`config.mk`:
```
export PLATFORM = sky130hd
export DESIGN_NAME = nbbpu_controller
export DESIGN_NICKNAME = d
export VERILOG_FILES = /design/src/rtl/nbbpu_controller.sv
export SDC_FILE = /design/constraint.sdc
export NUM_CORES = 1
export LEC_CHECK = 0
export ABC_AREA = 1
export CAP_MARGIN = 20
export CORE_MARGIN = 5
export CORE_UTILIZATION = 35
export DETAILED_ROUTE_END_ITERATION = 8
export PLACE_DENSITY_LB_ADDON = 0.3
export SLEW_MARGIN = 30
export SYNTH_ARGS = -nofsm -noshare
export SYNTH_HDL_FRONTEND = slang
export SYNTH_SLANG_ARGS = --single-unit
```
`constraint.sdc`:
```
create_clock -name clock -period 1.96 [get_ports clock]
set_clock_uncertainty 0.15 [all_clocks]
set_input_delay 0.294 -clock clock [delete_from_list [all_inputs] [get_ports clock]]
set_output_delay 0.294 -clock clock [all_outputs]
set_load 0.01 [all_outputs]
```
`src/rtl/nbbpu_controller.sv`:
```
// Multi-cycle fetch/decode/execute sequencer for the NBBPU datapath with req/ack memory handshakes.
// Optional ack-timeout fault is compiled in with `define NBBPU_CTRL_TIMEOUT_EN.
module nbbpu_controller #(
    parameter int unsigned TIMEOUT_CYCLES = 255,
    parameter int unsigned RETIRE_WIDTH   = 16
) (
    input  logic                    clock,
    input  logic                    reset,
    output logic                    instr_req,
    input  logic                    instr_ack,
    input  logic [15:0]             instr_data,
    output logic [15:0]             instruction,
    input  logic                    zero,
    output logic                    reg_write,
    output logic                    PC_select,
    output logic                    pc_enable,
    output logic                    mem_req,
    output logic                    mem_we,
    input  logic                    mem_ack,
    output logic                    halted,
    output logic                    fault,
    output logic [RETIRE_WIDTH-1:0] retired
);

    if (TIMEOUT_CYCLES < 1 || TIMEOUT_CYCLES > 65535) begin : g_bad_timeout
        $error("nbbpu_controller: TIMEOUT_CYCLES must be in 1..65535");
    end

    typedef enum logic [2:0] {
        S_FETCH,
        S_DECODE,
        S_EXEC,
        S_MEM,
        S_HALT,
        S_FAULT
    } state_t;

    state_t                  state_q, state_d;
    logic [15:0]             instr_q, instr_d;
    logic [RETIRE_WIDTH-1:0] retired_q, retired_d;
    logic [3:0]              opcode;

    assign opcode      = instr_q[3:0];
    assign instruction = instr_q;
    assign retired     = retired_q;

`ifdef NBBPU_CTRL_TIMEOUT_EN
    logic [15:0] wait_q, wait_d;
    logic        wait_expired;

    // An ack in the limit cycle is checked first, so it always wins over the timeout.
    assign wait_expired = (wait_q == 16'(TIMEOUT_CYCLES - 1));
    assign fault        = (state_q == S_FAULT);
`else
    assign fault = 1'b0;
`endif

    always_comb begin
        state_d   = state_q;
        instr_d   = instr_q;
        retired_d = retired_q;
        instr_req = 1'b0;
        reg_write = 1'b0;
        PC_select = 1'b0;
        pc_enable = 1'b0;
        mem_req   = 1'b0;
        mem_we    = 1'b0;
        halted    = 1'b0;
`ifdef NBBPU_CTRL_TIMEOUT_EN
        wait_d    = 16'd0;
`endif
        case (state_q)
            S_FETCH: begin
                instr_req = 1'b1;
                if (instr_ack) begin
                    instr_d = instr_data;
                    state_d = S_DECODE;
                end
`ifdef NBBPU_CTRL_TIMEOUT_EN
                else if (wait_expired) begin
                    state_d = S_FAULT;
                end else begin
                    wait_d = wait_q + 16'd1;
                end
`endif
            end
            S_DECODE: begin
                case (opcode)
                    4'hA, 4'hB: state_d = S_MEM;
                    4'hF:       state_d = S_HALT;
                    default:    state_d = S_EXEC;
                endcase
            end
            S_EXEC: begin
                pc_enable = 1'b1;
                reg_write = (opcode <= 4'h9);
                PC_select = (opcode == 4'hC) || ((opcode == 4'hD) && zero);
                retired_d = retired_q + RETIRE_WIDTH'(1);
                state_d   = S_FETCH;
            end
            S_MEM: begin
                mem_req = 1'b1;
                mem_we  = (opcode == 4'hB);
                if (mem_ack) begin
                    pc_enable = 1'b1;
                    reg_write = (opcode == 4'hA);
                    retired_d = retired_q + RETIRE_WIDTH'(1);
                    state_d   = S_FETCH;
                end
`ifdef NBBPU_CTRL_TIMEOUT_EN
                else if (wait_expired) begin
                    state_d = S_FAULT;
                end else begin
                    wait_d = wait_q + 16'd1;
                end
`endif
            end
            S_HALT: begin
                halted = 1'b1;
            end
            default: begin
                // FAULT: everything idle until reset
            end
        endcase
    end

    always_ff @(posedge clock) begin
        if (reset) begin
            state_q   <= S_FETCH;
            instr_q   <= 16'h0000;
            retired_q <= '0;
`ifdef NBBPU_CTRL_TIMEOUT_EN
            wait_q    <= 16'd0;
`endif
        end else begin
            state_q   <= state_d;
            instr_q   <= instr_d;
            retired_q <= retired_d;
`ifdef NBBPU_CTRL_TIMEOUT_EN
            wait_q    <= wait_d;
`endif
        end
    end

endmodule
```
==> results.env, run 1 <==
STATUS='finished, final reports clean'
CTS_CLK_PIN_SLEW_WORST_PATHS_PS=70
WL_UM=4370
CLK_ROOT_BUFFER_CELL='clkbuf_8'
DRCVIOLATIONCOUNT=0
TIMING.CRITICAL_PATH.CELLS='inv_2, nand2_4, nor2_4, clkdlybuf4s50_1'
DIE_W_UM=79.7
NUMBER_OF_GLOBAL_ROUTE_VIAS_BEFORE_REPAIR=1626
PLACEABLECOREAREA_SQ_MM=0.00472
VDD.IR_DROP.WORST_uV=483
DRT-PASS1-ITER-COUNT=4
POSTCTSSETUPBUFFERS=0
POST-SYNTH-TOP-AREA-FRACTION_PCT=41.2
GRT-OVFL-TOTAL=0
GRT_SETUP_UNREPAIRED='no'
POWER.SWITCHING_W=0.000519
WORSTPATHMAXFANOUT=4
SYNTHESIS.AREA_SQ_MM=0.00170
POST_DR_WIRELENGTH_CELL_UM=11.4
REQUIRED_PS=1520
SYN_INST_COUNT=249
SYNTH_EDF_COUNT=0
FINAL-HOLD-VIOLATION-COUNT=0
TIMING.FINAL.CRIT_PERIOD_PS=1890
GP_CONGESTION=0.849
REG2REGPATHDEPTH=8
CRITPATHCAPTURETYPE='output port'
FMAXACHIEVABLE_MHz=530
PORT-BUFFER-COUNT=59
ROUTE.ANTENNA.REMAINING_NETS=0
SYNTH.MOST_COMMON_CELL='nand2_1'
CRITICAL_PATH_CLASS='reg -> out'
TOP_LEVEL_PORTS=61
CTS_MAX_PATH_BUFFERS=2
START_UTIL_PCT=36.0
REPORT.FINAL.SLEW_VIOL_COUNT=0
REGTOREGENDPOINT='retired[14]'
HOLD_BUFFERS=0
PLACE.DETAILED.HPWL_UM=3320
YOSYSSEQAREASHARE_PCT=41.2
GR-USAGE-ALL-LAYERS_PCT=15.0
YOSYS_MOST_USED_DFF='dfxtp_1'
LAYOUT_CELLS_SIZED_ABOVE_1_PCT=9.84
SYNTH_TOP_CELLS_BY_COUNT='61 x nand2_1, 36 x nor2_1, 35 x dfxtp_1'
SYNTH-WARNING-COUNT=0
POWER.DENSITY_mW_PER_MM2=713
SEQ_POWER_SHARE_PCT=45.0
FIN_SETUP_TNS_PS=0
CTS_BUFFERS=5
CP_SLOWEST_STAGE_DELAY_PS=560
SYNTH_SEQ_CELLS=35
SYNTHTOLAYOUTAREAGROWTH_PCT=45.0
SYNTHESIS.AREA_PER_INSTANCE_SQ_UM=6.82
SYNTH_TOP_AREA_CELL='dfxtp_1'
SYN_NETS=271
DRT_ITER0_DRC=68
P_LEAK_nW=0.982
FINALNETCOUNT=337
HOLD_WS_PS=311
CLOCK_INSERTION_DELAY_WORST_SKEW_PS=290
DESIGN_POWER_TOTAL_W=0.00176
DIE-HEIGHT_UM=79.7
FINALCRITPERIODSHARE_PCT=96.3
ANTENNADIODECOUNT=0
INT_PWR_W=0.00124
ROUTE.DETAILED.VIAS_PER_INST=4.62
FIRST_PASS_GRT_WIRE_LENGTH_UM=7410
CRITICAL-PATH-SLOWEST-CELL='clkdlybuf4s50_1'
CP-STARTPOINT='state_q[1]'
CTS-RESIZED-GATES=6
CTS_NUM_SINKS=35
SHARE_CLK_OF_TOTAL_POWER_PCT=30.2
REG2REG_SLACK_PS=430
ARRIVAL_PS=1440
GRT_MAX_DEGREE=20
TIMING.MAX_CAP.VIOLATIONS=0
ROUTE.VIAS.TOTAL=1766
REGTOREGSTARTPOINT='retired[0]'
SYNTH_CELL_TYPE_COUNT=27
ANTENNA_VIOLATIONS_BEFORE_REPAIR=0
TIMING.HOLD.WORST.CLASS='reg -> reg'
DIE_AREA_SQ_MM=0.00635
CORE.ROWCOUNT=25
TRITONCTS='yes'
WORST_SETUP_SP_TYPE='flop'
POWER.COMBINATIONAL.FRACTION_PCT=24.8
FINAL-SETUP-VIOL-COUNT=0
POWER.SHARE.SWITCHING_PCT=29.5
CTSHTREEMAXLEVEL=2
SETUP.WORST_PATH.END='instr_req'
NETLIST_TOP_CELLS_AREA='dfxtp_1 41%, nand2_1 13%, nor2_1 8.0%'
ASYNC_SR_FLOP_FRACTION_PCT=0
flip-flops by register name, indices dropped and copies added (netlist names):
register and flops:
instruction 16, retired 16, state_q 3
power groups by stage:
| stage | registers [W] | logic (W) | clock network [W] |
|---|---|---|---|
| 2_1_floorplan | 0.000827 | 0.000223 | 0 |
| 3_3_place_gp | 0.000805 | 0.000439 | 0 |
| 3_5_place_dp | 0.000806 | 0.000444 | 0 |
| 4_1_cts | 0.000791 | 0.000439 | 0.000550 |
| 5_1_grt | 0.000799 | 0.000479 | 0.000584 |
| 6_report | 0.000791 | 0.000435 | 0.000531 |
final cells by class:
cell class / count / area [sq um]
flip-flops and latches: 35 / 703
repair buffers: 68 / 652
clock inverters: 1 / 5.00
clock buffers: 6 / 82.6
fillers: 469 / 2260
well taps: 67 / 83.8
inverters: 26 / 97.6
multi-input cells: 179 / 840
cells in the final DEF (no fill, tap or decap), types with 2 or more instances in the layout:
cell,instances
nand2_4,2
dfxtp_2,2
buf_4,9
nand2_1,61
nand3_1,24
nor3_1,4
clkbuf_8,6
inv_2,3
dlygate4sd2_1,3
dfxtp_1,33
o21ai_0,9
inv_1,23
nor2_2,2
nor2_4,2
nand4_1,6
a21oi_1,24
nor2_1,36
clkdlybuf4s50_1,53
how the worst min path moves through the flow:
stage / start / endpoint / cells after the start / slack (ps)
floorplan: instr_data[2] / instruction[2] / 2 / 310
global placement: instruction[10] / instruction[10] / 2 / 300
detailed placement: instruction[14] / instruction[14] / 2 / 300
CTS: instruction[12] / instruction[12] / 2 / 310
global route: instruction[5] / instruction[5] / 2 / 320
finish: instruction[9] / instruction[9] / 2 / 310
routing by layer:
layer / global-route usage, % / up-vias / share of wire, %
met5: 0 / - / 0
met4: 6.01 / 0 / 1.5
met1: 17.4 / 777 / 43
met2: 23.4 / 57 / 45
met3: 7.45 / 7 / 11
li1: - / 925 / -
stage by stage:
step                cells  util, %  instance area, sq um  setup WS, ps
floorplan             249        -                  1700           497
global placement      375     50.4                  2380          -147
detailed placement    375     50.4                  2380          -172
CTS                   382     52.1                  2460          14.5
global route          382     52.2                  2460          2.16
finish                382     52.2                  2460          72.9
worst max-delay path: cells and delay by family (launching register included):
| kind | cells | cell delay (ps) |
|---|---|---|
| flops | 1 | 350 |
| buf+inv | 2 | 650 |
| simple gates | 2 | 160 |
cells by family (layout without fill, tap and decap cells):
group                    Yosys count  after routing  synth area share [%]
adder cells (fa/ha/maj)            1              1                 0.736
AO/OA/AOI/OAI                     37             37                  11.9
buffers and inverters             35            101                  9.35
other                              1              1                 0.221
XOR/XNOR                           1              1                 0.516
flip-flops                        35             35                  41.2
AND/OR/NAND/NOR                  139            139                  36.0
No activity file was read; power rests on OpenSTA's default activity.
==> inputs of run 2 (changes only) <==
- GPL_TIMING_DRIVEN: default -> 0
==> run 2 against run 1 <==
Against the previous run: power increased by 0.23%; sequential share of layout area is 0.065 points higher; non-clock buffer count is 1 higher; combinational power down 0.9%.
==> results.env, run 2 (synthesized netlist as in run 1, its figures left out) <==
FINALCRITPERIODSHARE_PCT=92.8  # -3.5 points
POST_DR_WIRELENGTH_CELL_UM=11.3  # -1.0%
SHARE_CLK_OF_TOTAL_POWER_PCT=30.1  # about the same
HOLDPATHSTAGES=3  # +1
FINAL-HOLD-VIOLATION-COUNT=0  # unchanged
FINAL-SETUP-VIOL-COUNT=0  # unchanged
CTS_CLK_PIN_SLEW_WORST_PATHS_PS=70  # about the same
REG2REGPATHDEPTH=9  # +1
ROUTE.ANTENNA.REMAINING_NETS=0  # unchanged
CORE.ROWCOUNT=25  # unchanged
FINAL_COMMON_CELL='nand2_1'
CRITICAL_PATH_CLASS='reg -> out'
POWER.DENSITY_mW_PER_MM2=715  # +0.28%
REGTOREGENDPOINT='retired[10]'
HOLD_BUFFERS=0  # unchanged
CP_SLOWEST_STAGE_DELAY_PS=360  # -200 ps
REPORT.FINAL.SLEW_VIOL_COUNT=0  # unchanged
START_UTIL_PCT=36.0  # unchanged
ANTENNADIODECOUNT=0  # unchanged
TIMING.HOLD.WORST.CLASS='in -> reg'
POWER.SHARE.SWITCHING_PCT=29.2  # -0.32 points
GP_CONGESTION=0.844  # -0.53%
WL_UM=4330  # -0.76%
FMAXACHIEVABLE_MHz=550  # +3.7%
TIMING.MAX_CAP.VIOLATIONS=0  # unchanged
STATUS='finished, final reports clean'
CRITPATHCAPTURETYPE='output port'
FIRST_PASS_GRT_WIRE_LENGTH_UM=7310  # -1.4%
COUNT_OF_BUFFER_AND_INVERTER_CELLS_ON_THE_CRITICAL_PATH=3  # +1
ARRIVAL_PS=1380  # -60 ps
DRCVIOLATIONCOUNT=0  # unchanged
P_LEAK_nW=0.978  # -0.45%
DRT_ITER0_DRC=52  # -24%
CLK_ROOT_BUFFER_CELL='clkbuf_8'
PORT-BUFFER-COUNT=58  # -1.7%
REQUIRED_PS=1520  # about the same
DIE_W_UM=79.7  # unchanged
PLACEABLECOREAREA_SQ_MM=0.00472  # unchanged
CLOCK_INSERTION_DELAY_WORST_SKEW_PS=280  # about the same
GRT_SETUP_UNREPAIRED='no'
PLACE.DETAILED.HPWL_UM=3280  # -0.98%
CRIT_FAMILY='buffers and inverters'
GRT-OVFL-TOTAL=0  # unchanged
ANTENNA_VIOLATIONS_BEFORE_REPAIR=0  # unchanged
DIE-HEIGHT_UM=79.7  # unchanged
MIN-DELAY-START='instr_ack'
CTSHTREEMAXLEVEL=2  # unchanged
DPL_WORST_SLACK_PS=-348  # -176 ps
WORST_SLACK_PS=141  # +67.9 ps
CRITICAL-PATH-SLOWEST-CELL='dfxtp_2'
VDD.IR_DROP.WORST_uV=411  # -15%
TOP_LEVEL_PORTS=61  # unchanged
WORST_SETUP_SP_TYPE='flop'
CTS_BUFFERS=5  # unchanged
INT_PWR_W=0.00125  # +0.69%
POWER.COMBINATIONAL.FRACTION_PCT=24.5  # -0.3 points
GRT_MAX_DEGREE=11  # -45%
ROUTE.VIAS.TOTAL=1735  # -1.8%
DESIGN_POWER_TOTAL_W=0.00176  # +0.23%
POWER.SWITCHING_W=0.000514  # -0.86%
TIMING.FINAL.CRIT_PERIOD_PS=1820  # -67.9 ps
REG2REG_SLACK_PS=410  # -20 ps
TIMING.CRITICAL_PATH.CELLS='inv_2, nand2_4, nor2_4, buf_6, dlygate4sd2_1'
GR-USAGE-ALL-LAYERS_PCT=14.7  # -0.26 points
NUMBER_OF_GLOBAL_ROUTE_VIAS_BEFORE_REPAIR=1567  # -3.6%
WORSTPATHMAXFANOUT=10  # +6
REGTOREGSTARTPOINT='retired[1]'
CTS_NUM_SINKS=35  # unchanged
DRT-PASS1-ITER-COUNT=4  # unchanged
LAYOUT_CELLS_SIZED_ABOVE_1_PCT=9.81  # -0.031 points
MIN_TO='instruction[6]'
ROUTE.DETAILED.VIAS_PER_INST=4.53  # -2.0%
SYNTHTOLAYOUTAREAGROWTH_PCT=44.9  # about the same
COMMONEST_NON_FILL_NON_TAP_CELLS_IN_THE_LAYOUT='61 x nand2_1, 50 x clkdlybuf4s50_1, 36 x nor2_1'
CTS_MAX_PATH_BUFFERS=2  # unchanged
TRITONCTS='yes'
FINALNETCOUNT=338  # +0.30%
DIE_AREA_SQ_MM=0.00635  # unchanged
SEQ_POWER_SHARE_PCT=45.4  # +0.4 points
==> run 2: cell types whose count changed in the layout (fill, tap and decap cells not counted), sizes merged <==
cell           before  now
clkdlybuf4s50      53   50
clkbuf              7    9
buf                 9   10
clkdlybuf4s15       1    2
dlygate4sd2         3    2
dlymetal6s2s        1    2
==> run 2: routing by layer <==
metal	track usage, %	vias to the layer above	share of wire, %
met5	0	-	0
met3	7.56	10	10
met1	19.0	746	46
li1	-	931	-
met2	20.9	48	42
met4	5.15	0	1.6
==> run 2: timing repair <==
item                                   4_1_cts  5_1_grt
buffers inserted                             2        0
gates cloned                                 0        0
gates resized for setup                      9       10
pin swaps                                    2        0
endpoints found under the hold margin        0        0
setup endpoints to repair                    7        5
==> run 2: cell type report <==
type                       instances  area (sq um)
clock buffer                       6          82.6
timing repair buffer              60           588
tap                               67          83.8
clock inverter                     1          5.00
inverter                          26          97.6
buffer                             9          61.3
fill                             455          2260
multi-input combinational        179           840
sequential                        35           704
==> run 2: through the flow <==
stage	utilization (%)	cells	cell area, sq um	hold slack, ps	TNS [ps]
2_1_floorplan	-	249	1700	308	0
3_5_place_dp	50.0	374	2360	303	-444
3_3_place_gp	50.0	374	2360	295	-437
6_report	52.1	383	2460	218	0
4_1_cts	52.1	383	2460	207	0
5_1_grt	52.1	383	2460	216	0
==> run 2: worst max path at each step <==
stage                     startpoint          end  slack (ps)  cells past startpoint
final                     state_q[0]    instr_req         140                      5
after global routing      state_q[2]       mem_we          20                      5
after CTS                    mem_ack    pc_enable          20                      5
after detailed placement     mem_ack    pc_enable        -350                      5
after global placement       mem_ack    pc_enable        -340                      5
after floorplan           retired[1]  retired[12]         500                      8
==> run 2: power groups by stage <==
stage	Clock (W)	Combinational, W	Sequential [W]
final	0.000530	0.000431	0.000800
after CTS	0.000558	0.000438	0.000799
after global routing	0.000592	0.000480	0.000808
after detailed placement	0	0.000428	0.000813
after global placement	0	0.000429	0.000811
after floorplan	0	0.000223	0.000827
==> run 2: tightest hold or removal path, cell delays in order <==
cell	delay, ps
buf_2	160
nand3_1	90
a21oi_1	60
==> inputs of run 3 (changes only) <==
- CAP_MARGIN: 20 -> 40
==> results of run 3 <==
Same layout as run 2: the final DEF is identical, and so are final timing and power.
